[src/rtl/load_store_unit.sv]
// load_store_unit
//   Data-memory stage of the RV32I core. Takes the ALU result as a byte
//   address and rs2 as store data. It runs LB/LH/LW/LBU/LHU/SB/SH/SW against
//   an internal word-organised memory. Load data comes back through a
//   valid/ready response handshake.
//
//   Ports:
//     clk             rising-edge clock
//     reset           asynchronous active-low reset
//     req_valid/ready request handshake (ready only while idle)
//     req_write       1 = store, 0 = load
//     req_funct3      RV32I funct3 (000 B, 001 H, 010 W, 100 BU, 101 HU)
//     req_addr        byte address, wraps modulo 4*DEPTH_WORDS
//     req_wdata       store data
//     resp_valid/ready response handshake
//     resp_rdata      aligned, extended load data (0 for stores)
//     resp_misaligned access faulted, memory untouched
//     busy            an operation is in flight
//     mem_check       live view of every memory word
//
//   Build option LSU_MISALIGN_TRAP_EN:
//     defined   - misaligned or illegal-funct3 requests are flagged and skip
//                 the memory access.
//     undefined - resp_misaligned stays 0. Misaligned addresses are rounded
//                 down to natural alignment. Illegal funct3 acts as W.
module load_store_unit #(
  parameter  int DEPTH_WORDS = 32,
  localparam int IDX_W       = $clog2(DEPTH_WORDS)
) (
  input  logic                        clk,
  input  logic                        reset,
  input  logic                        req_valid,
  output logic                        req_ready,
  input  logic                        req_write,
  input  logic [2:0]                  req_funct3,
  input  logic [31:0]                 req_addr,
  input  logic [31:0]                 req_wdata,
  output logic                        resp_valid,
  input  logic                        resp_ready,
  output logic [31:0]                 resp_rdata,
  output logic                        resp_misaligned,
  output logic                        busy,
  output logic [DEPTH_WORDS-1:0][31:0] mem_check
);

  localparam logic [1:0] S_IDLE  = 2'd0;
  localparam logic [1:0] S_READ  = 2'd1;
  localparam logic [1:0] S_WRITE = 2'd2;
  localparam logic [1:0] S_RESP  = 2'd3;

  logic [1:0]        state_q,  state_d;
  logic [IDX_W+1:0]  addr_q,   addr_d;
  logic [2:0]        funct3_q, funct3_d;
  logic [31:0]       wdata_q,  wdata_d;
  logic [31:0]       rdata_q,  rdata_d;
  logic              mis_q,    mis_d;
  logic [31:0]       mem_q [DEPTH_WORDS];
  logic [31:0]       mem_d [DEPTH_WORDS];

  // Address bits above the memory span are ignored by design.
  logic unused_addr_bits;
  assign unused_addr_bits = ^req_addr[31:IDX_W+2];

  // Request decode: fault detection plus the effective funct3/address used
  // once the request is captured.
  logic              req_fault;
  logic              eff_fault;
  logic [2:0]        eff_funct3;
  logic [IDX_W+1:0]  eff_addr;

  always_comb begin
    case (req_funct3)
      3'b000, 3'b100: req_fault = 1'b0;
      3'b001, 3'b101: req_fault = req_addr[0];
      3'b010:         req_fault = |req_addr[1:0];
      default:        req_fault = 1'b1;
    endcase
`ifdef LSU_MISALIGN_TRAP_EN
    eff_fault  = req_fault;
    eff_funct3 = req_funct3;
    eff_addr   = req_addr[IDX_W+1:0];
`else
    eff_fault  = 1'b0;
    eff_addr   = req_addr[IDX_W+1:0];
    case (req_funct3)
      3'b000, 3'b100: eff_funct3 = req_funct3;
      3'b001, 3'b101: begin
        eff_funct3  = req_funct3;
        eff_addr[0] = 1'b0;
      end
      default: begin
        // Word access, including the illegal encodings.
        eff_funct3    = 3'b010;
        eff_addr[1:0] = 2'b00;
      end
    endcase
`endif
  end

  // Load extraction: little-endian lane select, then sign or zero extend.
  function automatic logic [31:0] extract(input logic [31:0] word,
                                          input logic [1:0]  off,
                                          input logic [2:0]  f3);
    logic [31:0] sh;
    sh = word >> {off, 3'b000};
    case (f3[1:0])
      2'b00:   extract = f3[2] ? {24'b0, sh[7:0]}  : {{24{sh[7]}},  sh[7:0]};
      2'b01:   extract = f3[2] ? {16'b0, sh[15:0]} : {{16{sh[15]}}, sh[15:0]};
      default: extract = word;
    endcase
  endfunction

  // Store lane enables and replicated data, so that every enabled lane
  // picks up its byte from the same position.
  logic [3:0]  store_be;
  logic [31:0] store_data;
  always_comb begin
    case (funct3_q[1:0])
      2'b00: begin
        store_be   = 4'b0001 << addr_q[1:0];
        store_data = {4{wdata_q[7:0]}};
      end
      2'b01: begin
        store_be   = 4'b0011 << addr_q[1:0];
        store_data = {2{wdata_q[15:0]}};
      end
      default: begin
        store_be   = 4'b1111;
        store_data = wdata_q;
      end
    endcase
  end

  always_comb begin
    state_d  = state_q;
    addr_d   = addr_q;
    funct3_d = funct3_q;
    wdata_d  = wdata_q;
    rdata_d  = rdata_q;
    mis_d    = mis_q;
    mem_d    = mem_q;
    case (state_q)
      S_IDLE: begin
        if (req_valid) begin
          addr_d   = eff_addr;
          funct3_d = eff_funct3;
          wdata_d  = req_wdata;
          mis_d    = eff_fault;
          rdata_d  = 32'h0;
          state_d  = eff_fault ? S_RESP : (req_write ? S_WRITE : S_READ);
        end
      end
      S_READ: begin
        rdata_d = extract(mem_q[addr_q[IDX_W+1:2]], addr_q[1:0], funct3_q);
        state_d = S_RESP;
      end
      S_WRITE: begin
        for (int k = 0; k < 4; k++) begin
          if (store_be[k]) begin
            mem_d[addr_q[IDX_W+1:2]][8*k +: 8] = store_data[8*k +: 8];
          end
        end
        rdata_d = 32'h0;
        state_d = S_RESP;
      end
      default: begin
        if (resp_ready) begin
          rdata_d = 32'h0;
          mis_d   = 1'b0;
          state_d = S_IDLE;
        end
      end
    endcase
  end

  always_ff @(posedge clk or negedge reset) begin
    if (!reset) begin
      state_q  <= S_IDLE;
      addr_q   <= '0;
      funct3_q <= 3'b000;
      wdata_q  <= 32'h0;
      rdata_q  <= 32'h0;
      mis_q    <= 1'b0;
      for (int w = 0; w < DEPTH_WORDS; w++) mem_q[w] <= 32'h0;
    end else begin
      state_q  <= state_d;
      addr_q   <= addr_d;
      funct3_q <= funct3_d;
      wdata_q  <= wdata_d;
      rdata_q  <= rdata_d;
      mis_q    <= mis_d;
      mem_q    <= mem_d;
    end
  end

  assign req_ready       = (state_q == S_IDLE);
  assign busy            = (state_q != S_IDLE);
  assign resp_valid      = (state_q == S_RESP);
  assign resp_rdata      = rdata_q;
  assign resp_misaligned = mis_q;

  genvar gi;
  generate
    for (gi = 0; gi < DEPTH_WORDS; gi++) begin : g_mem_check
      assign mem_check[gi] = mem_q[gi];
    end
  endgenerate

endmodule

[config.mk]
export PLATFORM = sky130hd
export DESIGN_NAME = load_store_unit
export DESIGN_NICKNAME = d
export VERILOG_FILES = /design/src/rtl/load_store_unit.sv
export SDC_FILE = /design/constraint.sdc
export NUM_CORES = 2
export LEC_CHECK = 0
export BUFFER_PORTS_ARGS = -buffer_cell sky130_fd_sc_hd__buf_4
export CAP_MARGIN = 20
export CELL_PAD_IN_SITES_DETAIL_PLACEMENT = 2
export CELL_PAD_IN_SITES_GLOBAL_PLACEMENT = 2
export CORE_AREA = 5 5 440 442
export CTS_CLUSTER_SIZE = 40
export DETAILED_ROUTE_END_ITERATION = 16
export DIE_AREA = 0 0 445 447
export PLACE_DENSITY = 0.62
export RECOVER_POWER = 50
export SLEW_MARGIN = 10
export SYNTH_ARGS = -nofsm -noshare
export SYNTH_HDL_FRONTEND = slang
export SYNTH_SLANG_ARGS = --single-unit
[constraint.sdc]
create_clock -name clk -period 8.45 [get_ports clk]
set_input_delay 0.845 -clock clk [delete_from_list [all_inputs] [get_ports clk]]
set_output_delay 0.845 -clock clk [all_outputs]
set_load 0.005 [all_outputs]
# Word-level counts from Yosys, hierarchy flattened
# Index checks and enable logic that the tools add are counted.
[op_classes] shifts=3 n_mux=40 n_reduce_logical=15 bitwise_logic=2 order_cmp=2 n_eq_ne=8
[op_table] op="two-way mux 1024 bit" count=7
[op_table] op="bitwise mux 1024 bit" count=4
[op_table] op="demux 32 bit (select 5 bit)" count=4
[op_table] op="two-way mux 32 bit" count=7
[op_table] op="binary-select mux 32 bit (select 5 bit)" count=1
[op_table] op="one-hot mux 32 bit (2 select lines)" count=2
[op_table] op="one-hot mux 32 bit (3 select lines)" count=1
[op_table] op="right shift 32 x 5 -> 16 bit" count=1
[op_table] op="two-way mux 24 bit" count=1
[op_table] op="two-way mux 16 bit" count=1
[op_table] op="two-way mux 8 bit" count=1
[op_table] op="one-hot mux 4 bit (2 select lines)" count=1
[op_table] op="== test 3 bit (second input constant)" count=2
[op_table] op="greater-or-equal comparator 6 bit (second input constant)" count=1
[op_table] op="< comparator 6 x 1 -> 1 bit (second input constant)" count=1
[op_table] op="two-way mux 2 bit" count=3
[op_table] op="inverter 5 -> 6 bit" count=1
[op_table] op="AND reduction 2 bit" count=3
[op_table] op="== test 2 x 1 -> 1 bit (second input constant)" count=2
[op_table] op="== test 2 bit (second input constant)" count=2
[op_table] op="logical NOT 2 bit" count=2
[op_table] op="two-way mux 1 bit" count=4
[op_table] op="one-hot mux 2 bit (2 select lines)" count=1
[op_table] op="nonzero test 2 bit" count=2
[op_table] op="14 further kinds" count=15
[word_totals] word_cells=108 inputBits=72 reg_bits=1101

# Depth between registers and ports, before layout
[logic_depth] word_depth=16 mapped_depth=12

# Least setup slack after synthesis
# OpenSTA, ideal clock, no wires.
[synth_path] path_type="flip-flop to flip-flop" startpoint="register addr_q[3]" endpoint="register rdata_q[14], in the netlist resp_rdata[14]" synth_period_minus_slack_ns=2.822 path_slack_ns=5.628 setup_time_ns=0.133 stages_incl_launch_ff=12 path_buffers=5 arrival_time_ns=2.689 required_time_ns=8.317 path_cell_list="dfrtp_1 -> buf_6 -> buf_4 -> buf_2 -> buf_2 -> buf_1 -> mux2i_1 -> o22ai_1 -> nor4_1 -> nand2_1 -> a2111oi_0 -> nor2_1"
[synth_between] elab_chain_len=8
[synth_lines] element="start: declaration" line_no="52" text="logic [IDX_W+1:0] addr_q, addr_d;"
[synth_lines] element="start signal: assignment" line_no="187" text="addr_q <= addr_d;"
[synth_lines] element="inverter 5 -> 6 bit (not written as such) *" line_no="154" text="rdata_d = extract(mem_q[addr_q[IDX_W+1:2]], addr_q[1:0], funct3_q);"
[synth_lines] element="binary-select mux 32 bit (select 5 bit) *" line_no="154"
[synth_lines] element="two-way mux 32 bit (not written as such) * (2 in series)" line_no="154"
[synth_lines] element="right shift 32 x 5 -> 16 bit" line_no="105" text="sh = word >> {off, 3'b000};"
[synth_lines] element="two-way mux 32 bit (on tied branches)" line_no="108, 107"
[synth_lines] element="one-hot mux 32 bit (2 select lines) *" line_no="106" text="case (f3[1:0])"
[synth_lines] element="one-hot mux 32 bit (3 select lines) *" line_no="142" text="case (state_q)"
[synth_lines] element="end signal: assignment" line_no="190" text="rdata_q <= rdata_d;"
[synth_lines] element="end: declaration" line_no="55" text="logic [31:0] rdata_q, rdata_d;"
# Mark *: on every way between the ends. The rest lies on a longest branch, timed or not. The select of a mux whose other input is x is not followed.
# A chain may end at the register's enable or synchronous reset.

==> metrics.log <==
[metrics] Port-buffer cells: 1105
[metrics] Largest delay share family, worst path: buffers and inverters
[metrics] area fraction of the dominant cell type after synthesis: 56.2%
[metrics] type of the worst min-delay path: in2async
[metrics] initial antenna violation count: 31
[metrics] CP Data Required Time: 8620 ps
[metrics] total detailed-routing wirelength: 295 mm
[metrics] max-cap viol count: 9
[metrics] element type at the critical path end: asynchronous set/reset pin
[metrics] transition time of the tightest slew-check pin: 3510 ps
[metrics] cells taking the most area after synthesis: sky130_fd_sc_hd__dfrtp_1, sky130_fd_sc_hd__mux2i_1, sky130_fd_sc_hd__mux2_2
[metrics] #FFs+latches synth: 1100
[metrics] Tot GR Track Use: 28.7%
[metrics] number of placed I/O pins: 1132
[metrics] power density of the placed cells: 439 nW/um^2
[metrics] Vias/cell: 5.22
[metrics] setup repair after global routing missed its margin: no
[metrics] cell at the slowest stage of the critical path: sky130_fd_sc_hd__clkbuf_2
[metrics] global route overflow: 0
[metrics] library cell with the largest summed area after synthesis: sky130_fd_sc_hd__dfrtp_1
[metrics] Final Cell Area: 62800 sq um
[metrics] area growth from synthesis to layout: 28.3%
[metrics] TritonCTS clock tree: yes
[metrics] count of final setup violators: 0
[metrics] Die ar.: 199000 sq um
[metrics] Final Hold Fails: 0
[metrics] portion of the post-synthesis area used by sequential elements: 56.2%
[metrics] routability congestion estimate from global placement: 0.862
[metrics] Total Nets Final: 5574
[metrics] Primary FF master, synth: sky130_fd_sc_hd__dfrtp_1
[metrics] arrival time of the worst setup path: 5730 ps
[metrics] pin count of the biggest net entering global routing: 158
[metrics] Critical Path, Cell by Cell: buf_8, clkbuf_1, clkbuf_2
[metrics] # resized after CTS: 0
[metrics] failing checks: capacitance limit, slew limit
[metrics] initial DRC count: 2738
[metrics] maximum achievable frequency: 180 MHz
[metrics] Post-Syn Nets: 4549
[metrics] core region area: 189000 sq um
[metrics] remaining antenna violation count: 0
[metrics] number of post-CTS setup repair buffers: 0
[metrics] initial core utilization: 25.9%
[metrics] number of enable flip-flop cells after synthesis: 0
[metrics] placement-stage worst setup slack: 3490 ps
[metrics] number of slew-limit violations in the final report: 518
[metrics] critical path class: in2async
[metrics] number of hold buffers added after cts: 0
[metrics] buffer depth of the longest clock path: 3
[metrics] post-route minimum period: 5560 ps
[metrics] worst setup margin: 2890 ps
[metrics] CP Launch Type: input port
[metrics] Rel. slew slack: -134%
[metrics] count of mapped cells out of synthesis: 4473
[metrics] routed wirelength normalized by instance count: 36.2 um
[metrics] HPWL reported at the end of detailed placement: 219 mm
[metrics] later-pin clock latency in the skew report: 830 ps
[metrics] total leakage power: 28.6 nW
[metrics] slack of the worst reg-to-reg path: 3560 ps
[metrics] via count: 42500
[metrics] commonest non-fill, non-tap cell in the layout: sky130_fd_sc_hd__dfrtp_1
[metrics] clock buffer count from CTS: 139
[metrics] commonest cells after routing, fill and taps aside: sky130_fd_sc_hd__dfrtp_1, sky130_fd_sc_hd__nand2_1, sky130_fd_sc_hd__clkbuf_1
[metrics] placed cell areas: 60200 sq um
[metrics] remaining routing DRC violations: 0
[metrics] CTS sink count: 1100
[metrics] status: finished with violations
[metrics] post-synthesis instance area: 48900 sq um
[metrics] maximum fanout count along the critical path: 119
[metrics] ys async rst share: 100%
[metrics] post-synth cell types: 65
[metrics] ratio of cells with drive above 1 in the final layout: 23.6%
[metrics] worst clock skew: 32.7 ps
[metrics] final-layout fill cell count: 20900
[metrics] sequential standard cell area: 27500 sq um
[metrics] Clock Pin Slew Worst Setup and Hold Paths: 50 ps
[metrics] combined buffer and inverter count along the critical path: 3
[metrics] yosys warns: 0
[metrics] die span in y: 447 um
[metrics] area of the multi-input gates: 20100 sq um
[metrics] die width: 445 um
[metrics] total negative slack for setup checks: 0 ps
[metrics] CTS root buffer: sky130_fd_sc_hd__clkbuf_16
[metrics] H-tree depth: 4
[metrics] number of global-route vias before repair: 44900
[metrics] post-route clock period utilization: 65.8%
[metrics] VDD IR-drop max: 0.247 mV
[metrics] CP peak stage delay: 2470 ps
[metrics] Post-Synthesis Mean Instance Area: 10.9 sq um
[metrics] global-route wire length before repair: 397 mm
[metrics] number of iterations in the first detailed-routing pass: 5
[metrics] number of core rows: 160
-- sequential cells by signal, summed over array words and instances (netlist names) --
signal / count
state_q: 2
resp_rdata: 32
addr_q: 7
mem_check: 1024
wdata_q: 32
funct3_q: 3
-- through the flow --
step,total power [W],utilization [%],hold WS (ps),cells
after global placement,0.0221,31.8,470,7859
after floorplan,0.0140,-,473,4473
after detailed placement,0.0224,31.8,473,7862
after global routing,0.0288,33.2,145,8144
final,0.0275,33.2,127,8151
after CTS,0.0287,34.3,107,8119
-- worst register-to-register path, stage by stage (launching register included) --
cell and delay [ps]:
sky130_fd_sc_hd__dfrtp_4 550, sky130_fd_sc_hd__buf_4 620, sky130_fd_sc_hd__or4bb_2 610, sky130_fd_sc_hd__buf_4 490, sky130_fd_sc_hd__o22ai_1 280, sky130_fd_sc_hd__nor4_2 760, sky130_fd_sc_hd__nand2_1 280, sky130_fd_sc_hd__and4b_1 260
sky130_fd_sc_hd__or4_4 660, sky130_fd_sc_hd__a32o_1 280
-- cell families after synthesis --
family	share of synthesized area, %
mux	18.7
other cells	0.00766
buf+inv	3.31
fa+ha+maj	0.102
compound gates	11.9
simple gates	9.72
flops	56.2
-- cells in the mapped netlist (all sizes together) (5+ instances only) --
master	count
nor3	36
a21oi	269
nand2	663
a32o	16
nand3	19
a221oi	5
mux2i	432
a22o	10
inv	9
dfrtp	1100
clkbuf	267
nor2	314
buf	96
nor4	43
a211oi	5
a31oi	5
o21ai	529
o22ai	198
mux2	301
or4	9
mux4	64
nand2b	14
-- where the power goes --
part	leakage, nW	switching (W)	internal [W]	total, W
Sequential	14.8	0.00206	0.00714	0.00920
Clock	2.33	0.00258	0.00362	0.00620
Combinational	11.5	0.00796	0.00418	0.0121
-- routing by layer --
layer  share of wire, %  track usage (%)  vias to the layer above
met3                5.6             6.52                      399
met1                 41             35.2                    22900
li1                   -                -                    18000
met2                 48             48.2                     1294
met4                5.0             13.1                        2
met5             0.0044                0                        -
-- final timing paths --
kind                                    start  cells after the start             end
worst max-delay path                    reset                      3   mem_check[78]
worst min-delay path                    reset                      1  mem_check[626]
worst max register to register      addr_q[2]                      9  resp_rdata[29]
worst min register to register  resp_rdata[7]                      1   resp_rdata[7]
max in group clk                    addr_q[2]                      9  resp_rdata[29]
min in group clk                 req_wdata[2]                      2      wdata_q[2]
-- cell type report --
type / count / share of cell area (%)
diodes: 26 / 0.104
clock buffers: 209 / 6.64
clock inverters: 48 / 0.829
inverters: 9 / 0.0538
multi-input cells: 3001 / 32.0
flip-flops and latches: 1100 / 43.9
well taps: 2511 / 5.01
repair buffers: 1247 / 11.5
Power figures use the tool's default switching activity.
